<file path="src/rtl/proc_source_arrayed_sig_if.sv">
// Frame-in / stream-out bundle for proc_source_arrayed_sig.
// The master side offers frames and consumes beats; the slave side is the source block.
interface proc_source_arrayed_sig_if #(
    parameter int unsigned WIDTH = 2,
    parameter int unsigned DEPTH = 4
);
    logic [WIDTH*DEPTH-1:0] in_data;
    logic                   in_valid;
    logic                   in_ready;
    logic [WIDTH-1:0]       out_data;
    logic                   out_valid;
    logic                   out_ready;
    logic                   out_last;
    logic [7:0]             frames_done;

    modport master (
        output in_data, in_valid, out_ready,
        input  in_ready, out_data, out_valid, out_last, frames_done
    );

    modport slave (
        input  in_data, in_valid, out_ready,
        output in_ready, out_data, out_valid, out_last, frames_done
    );
endinterface

</file>
<file path="src/rtl/proc_source_arrayed_sig.sv">
// Captures a packed frame {mem[0]..mem[DEPTH-1]} and replays it one entry per beat with a last flag.
// Optional trailing XOR checksum beat is compiled in with PROC_SOURCE_CSUM_EN.
module proc_source_arrayed_sig #(
    parameter int unsigned WIDTH = 2,
    parameter int unsigned DEPTH = 4,
    parameter int unsigned IDX_W = 2
) (
    input  logic                            clk,
    input  logic                            rst,
    proc_source_arrayed_sig_if.slave        bus
);
`ifdef PROC_SOURCE_CSUM_EN
    typedef enum logic [1:0] {IDLE, STREAM, CSUM} state_t;
`else
    typedef enum logic {IDLE, STREAM} state_t;
`endif

    localparam logic [IDX_W-1:0] LAST_IDX = IDX_W'(DEPTH - 1);

    state_t           state;
    logic [IDX_W-1:0] idx;
    logic [WIDTH-1:0] mem [DEPTH];
    logic [WIDTH-1:0] frame_entry [DEPTH];
    logic [IDX_W-1:0] idx_nxt;
    logic             beat_taken;

    logic             in_ready_q;
    logic             out_valid_q;
    logic [WIDTH-1:0] out_data_q;
    logic             out_last_q;
    logic [7:0]       frames_done_q;

`ifdef PROC_SOURCE_CSUM_EN
    logic [WIDTH-1:0] csum;
    logic [WIDTH-1:0] csum_in;
`endif

    always_comb begin
        for (int unsigned i = 0; i < DEPTH; i++) begin
            frame_entry[i] = bus.in_data[(DEPTH-1-i)*WIDTH +: WIDTH];
        end
        idx_nxt    = idx + 1'b1;
        beat_taken = out_valid_q && bus.out_ready;
`ifdef PROC_SOURCE_CSUM_EN
        csum_in = '0;
        for (int unsigned i = 0; i < DEPTH; i++) begin
            csum_in = csum_in ^ frame_entry[i];
        end
`endif
    end

    // Outputs are registered: each transition loads the values the next state presents.
    always_ff @(posedge clk or negedge rst) begin
        if (!rst) begin
            state         <= IDLE;
            idx           <= '0;
            for (int unsigned i = 0; i < DEPTH; i++) mem[i] <= '0;
            frames_done_q <= '0;
            in_ready_q    <= 1'b1;
            out_valid_q   <= 1'b0;
            out_data_q    <= '0;
            out_last_q    <= 1'b0;
`ifdef PROC_SOURCE_CSUM_EN
            csum          <= '0;
`endif
        end else begin
            case (state)
                IDLE: begin
                    if (bus.in_valid) begin
                        for (int unsigned i = 0; i < DEPTH; i++) mem[i] <= frame_entry[i];
                        idx         <= '0;
                        state       <= STREAM;
                        in_ready_q  <= 1'b0;
                        out_valid_q <= 1'b1;
                        out_data_q  <= frame_entry[0];
                        out_last_q  <= 1'b0;
`ifdef PROC_SOURCE_CSUM_EN
                        csum        <= csum_in;
`endif
                    end
                end
                STREAM: begin
                    if (beat_taken) begin
                        if (idx == LAST_IDX) begin
                            idx <= '0;
`ifdef PROC_SOURCE_CSUM_EN
                            state       <= CSUM;
                            out_data_q  <= csum;
                            out_last_q  <= 1'b1;
`else
                            state         <= IDLE;
                            frames_done_q <= frames_done_q + 1'b1;
                            in_ready_q    <= 1'b1;
                            out_valid_q   <= 1'b0;
                            out_data_q    <= '0;
                            out_last_q    <= 1'b0;
`endif
                        end else begin
                            idx        <= idx_nxt;
                            out_data_q <= mem[idx_nxt];
`ifdef PROC_SOURCE_CSUM_EN
                            out_last_q <= 1'b0;
`else
                            out_last_q <= (idx_nxt == LAST_IDX);
`endif
                        end
                    end
                end
`ifdef PROC_SOURCE_CSUM_EN
                CSUM: begin
                    if (beat_taken) begin
                        state         <= IDLE;
                        frames_done_q <= frames_done_q + 1'b1;
                        in_ready_q    <= 1'b1;
                        out_valid_q   <= 1'b0;
                        out_data_q    <= '0;
                        out_last_q    <= 1'b0;
                    end
                end
`endif
                default: state <= IDLE;
            endcase
        end
    end

    assign bus.in_ready    = in_ready_q;
    assign bus.out_valid   = out_valid_q;
    assign bus.out_data    = out_data_q;
    assign bus.out_last    = out_last_q;
    assign bus.frames_done = frames_done_q;
endmodule

</file>
<file path="src/flat_wrapper.sv">
// flat-port wrapper written by rule: the top's interface ports become plain ports
module proc_source_arrayed_sig_flat 
#(
    parameter int unsigned WIDTH = 2,
    parameter int unsigned DEPTH = 4,
    parameter int unsigned IDX_W = 2
)
  (clk, rst, bus_in_data, bus_in_valid, bus_out_ready, bus_in_ready, bus_out_data, bus_out_valid, bus_out_last, bus_frames_done);
  proc_source_arrayed_sig_if #(.WIDTH(WIDTH), .DEPTH(DEPTH)) bus_i ();
  input  logic clk;
  input  logic rst;
  input wire logic [$bits(bus_i.in_data)-1:0] bus_in_data;
  input wire logic [$bits(bus_i.in_valid)-1:0] bus_in_valid;
  input wire logic [$bits(bus_i.out_ready)-1:0] bus_out_ready;
  output wire logic [$bits(bus_i.in_ready)-1:0] bus_in_ready;
  output wire logic [$bits(bus_i.out_data)-1:0] bus_out_data;
  output wire logic [$bits(bus_i.out_valid)-1:0] bus_out_valid;
  output wire logic [$bits(bus_i.out_last)-1:0] bus_out_last;
  output wire logic [$bits(bus_i.frames_done)-1:0] bus_frames_done;
  assign bus_i.in_data = bus_in_data;
  assign bus_i.in_valid = bus_in_valid;
  assign bus_i.out_ready = bus_out_ready;
  assign bus_in_ready = bus_i.in_ready;
  assign bus_out_data = bus_i.out_data;
  assign bus_out_valid = bus_i.out_valid;
  assign bus_out_last = bus_i.out_last;
  assign bus_frames_done = bus_i.frames_done;
  proc_source_arrayed_sig #(.WIDTH(WIDTH), .DEPTH(DEPTH), .IDX_W(IDX_W)) u_core (.clk(clk), .rst(rst), .bus(bus_i));
endmodule
</file>
<file path="config.mk">
export PLATFORM = sky130hd
export DESIGN_NAME = proc_source_arrayed_sig_flat
export DESIGN_NICKNAME = d
export VERILOG_FILES = /design/src/rtl/proc_source_arrayed_sig_if.sv /design/src/rtl/proc_source_arrayed_sig.sv /design/src/flat_wrapper.sv
export SDC_FILE = /design/constraint.sdc
export NUM_CORES = 1
export LEC_CHECK = 0
export BUFFER_PORTS_ARGS = -buffer_cell sky130_fd_sc_hd__buf_2
export CAP_MARGIN = 40
export CORE_MARGIN = 5
export CORE_UTILIZATION = 52
export CTS_CLUSTER_SIZE = 28
export DETAILED_ROUTE_END_ITERATION = 7
export PLACE_DENSITY_LB_ADDON = 0.1
export SETUP_SLACK_MARGIN = 0.4
export SLEW_MARGIN = 25
export SYNTH_ARGS = -nofsm -noshare
export SYNTH_HDL_FRONTEND = slang
export SYNTH_SLANG_ARGS = --single-unit
export TNS_END_PERCENT = 30
</file>
<file path="constraint.sdc">
create_clock -name clk -period 2.3 [get_ports clk]
set_clock_uncertainty 0.05 [all_clocks]
set_input_delay 0.115 -clock clk [delete_from_list [all_inputs] [get_ports clk]]
set_output_delay 0.115 -clock clk [all_outputs]
set_load 0.02 [all_outputs]
</file>
==> metrics.cfg <==
[setup_path]
max_stage_delay_ps = 520
crit_fanout = 7
crit_start = u_core.idx[0]$_DFFE_PN0P_
regToRegStartpoint = u_core.idx[0]$_DFFE_PN0P_
worstSetupEndpoint = u_core.bus.out_data[1]$_DFFE_PN0P_
reg2reg_depth = 5
worstPathRequired_ps = 2470
rr_endpoint = u_core.bus.out_data[1]$_DFFE_PN0P_
reg2reg_slack_ps = 530
start_kind = flip-flop
end_kind = flip-flop
path_class = flip-flop to flip-flop
critPathSlowestCell = dfrtp_1
critPathArrivalTime_ps = 1940
crit_chain = inv_1 > ha_1 > mux4_2 > nor4bb_1 > a221o_1

[synth]
yosysMostFrequentCell = dfrtp_1
avgSynthCellArea_um2 = 12.77
syn_nets = 103
synth_top_flop_cell = dfrtp_1
yosysWarnings = 0
async_flop_share = 1.000
yosys-top-cells-count = dfrtp_1, mux2_2, nand2_1
synth_cells = 87
ys_seq_elements = 24
syn_area_um2 = 1111
synth_edf_count = 0
yosysTopAreaCell = dfrtp_1
yosysSeqAreaShare = 0.5417
netlist-cell-type-count = 27
synth_top_area_frac = 0.5180
ys_top_cells_by_area = dfrtp_1, mux2_2, ha_1

[floorplan]
initial_core_util = 0.5550
fp.dieH_um = 56.23
rows = 16
die-area_um2 = 3161
die_x_um = 56.23
coreArea_um2 = 2002
ios = 25

[place]
dpl_cell_area_um2 = 1262
routabilityCongestion = 0.7111
place_ws_ps = 519.4
dp_cells = 137
port_buffers = 24
dp_hpwl_um = 1615

[pwr]
vdd_drop_max_v = 0.0005708
leakage_nw = 0.7003
power_density_nw_per_um2 = 732.2

[cts]
hold_buffers = 9
cts.repair.resized = 0
cts-root-buf = clkbuf_4
cts_tree = yes
clock_path_buffers = 2
path_clk_slew_ps = 130
cts_made_buffers = 3
clkSinkCount = 24
htree_levels = 1
clk_latency_ps = 320
postCtsSetupRepairBufs = 0

[timing]
tightest_slew_ps = 518.8
max_freq_mhz = 563.5
finalSetupViolations = 0
finalSetupTns_ps = 0
slew_headroom = 0.6541
period_share = 0.7715
rsz0062_at_grt = false
setup_ws_ps = 525.5
hold_viol = 0
fin_crit_ps = 1775
drv_slew = 0

[route]
drt_iter0_markers = 14
via_per_inst = 5.387
drt_wl_total_um = 2281
drt_drc_violations_left = 0
drt_pass1_iterations = 4
ant_nets = 0
wl_per_cell_um = 15.21
vias = 808

[global_route]
grt_use_total = 0.1630
antenna_found_initial = 0
grt_max_degree = 25
grt_overflow = 0
first_global_vias = 834
grt_first_pass_wirelength_um = 4022

[worst_hold_path]
holdCritPathClass = primary input to flip-flop

[cells_and_area]
syn2layout_area_growth_pct = 25.00
final_area_um2 = 1389
fillCellCount = 160
drive_gt1_frac = 0.3659
nets = 140
multi_input_area_um2 = 488.0
final-instance-count-excl-fill = 150
seqCellArea_um2 = 601.8
finalCoreUtilization = 0.6938
antenna_cells = 0

[status]
status = completed

[run]
drv_cap = 0

[where the power goes]
group / switching (mW) / internal (mW) / leakage [nW] / total, mW
combinational: 0.104 / 0.146 / 0.371 / 0.251
clock: 0.127 / 0.0968 / 0.0210 / 0.223
sequential: 0.0601 / 0.483 / 0.308 / 0.543
[critical path, delay by kind of cell (launching register included)]
| family | cells | cell delay [ps] |
|---|---|---|
| and+or+nand+nor | 1 | 140 |
| buffers and inverters | 1 | 80 |
| AOI/OAI and AO/OA | 1 | 270 |
| muxes | 1 | 280 |
| adders and majority gates | 1 | 340 |
| DFF | 1 | 520 |
[kinds of logic after synthesis]
logic type / Yosys count / share of synthesized area
AND/OR/NAND/NOR: 26 / 0.1363
flip-flops: 24 / 0.5417
multiplexers: 12 / 0.1408
AO/OA/AOI/OAI: 9 / 0.06194
XOR/XNOR: 7 / 0.05518
buffers and inverters: 5 / 0.01914
adder cells (fa/ha/maj): 4 / 0.04505
[sequential cells by signal, indices dropped and copies added (netlist names)]
signal	flops
u_core.bus.out_last	1
u_core.bus.out_valid	1
u_core.bus.frames_done	8
u_core.state	1
u_core.idx	2
u_core.bus.out_data	2
u_core.bus.in_ready	1
u_core.mem	8
[final cells by class]
type	count	area share
clock buffer	4	0.02613
inverter	3	0.008108
multi-input combinational	58	0.3514
sequential	24	0.4333
tap	27	0.02432
timing repair buffer	34	0.1568
[stage by stage]
| step | hold slack, ps | total power, mW |
|---|---|---|
| 3_3_place_gp | 73.73 | 0.7809 |
| 2_1_floorplan | -230.6 | 0.7118 |
| 3_5_place_dp | 68.28 | 0.7949 |
| 4_1_cts | 64.53 | 1.027 |
| 5_1_grt | 66.82 | 1.079 |
| 6_report | 62.99 | 1.017 |
[worst min path at each step]
stage                       from                               endpoint  slack, ps  depth (start not counted)
CTS                 bus_in_valid                 u_core.state$_DFF_PN0_         60                          3
detailed placement           rst  u_core.bus.frames_done[2]$_DFFE_PN0P_         70                          1
finish              bus_in_valid                 u_core.state$_DFF_PN0_         60                          3
global route        bus_in_valid       u_core.bus.out_valid$_DFFE_PN0P_         70                          3
floorplan                    rst  u_core.bus.frames_done[0]$_DFFE_PN0P_       -230                          0
global placement             rst  u_core.bus.frames_done[4]$_DFFE_PN0P_         70                          1
[layout by cell type, fill, tap and decap left out]
cell type / instances
nor4bb_1: 2
clkbuf_8: 1
inv_1: 3
clkbuf_4: 3
nor2_1: 4
nor4b_1: 1
nand2_2: 1
a21oi_1: 2
mux2i_1: 1
nand2_1: 9
buf_4: 1
mux4_2: 2
and4_1: 1
xnor2_1: 4
nand4_1: 2
nor3_1: 2
nand4_2: 1
a31oi_1: 2
a221o_1: 2
nor2b_1: 1
ha_1: 4
buf_2: 24
nand3_1: 1
nor4_2: 1
a21o_2: 1
xor2_1: 3
dfstp_2: 1
dfrtp_1: 23
dlygate4sd3_1: 9
mux2_2: 9
a22o_1: 2
[metal layers]
metal | part of all wire | track usage | up-vias | routed length, um
met4 | 0.021 | 0.08136 | 0 | 48
met2 | 0.47 | 0.2504 | 21 | 1075
met5 | 0 | 0 | - | 0
met1 | 0.46 | 0.2226 | 396 | 1049
met3 | 0.047 | 0.02552 | 5 | 107
li1 | - | - | 386 | -
Note: power is estimated with default switching activity, not from simulation.
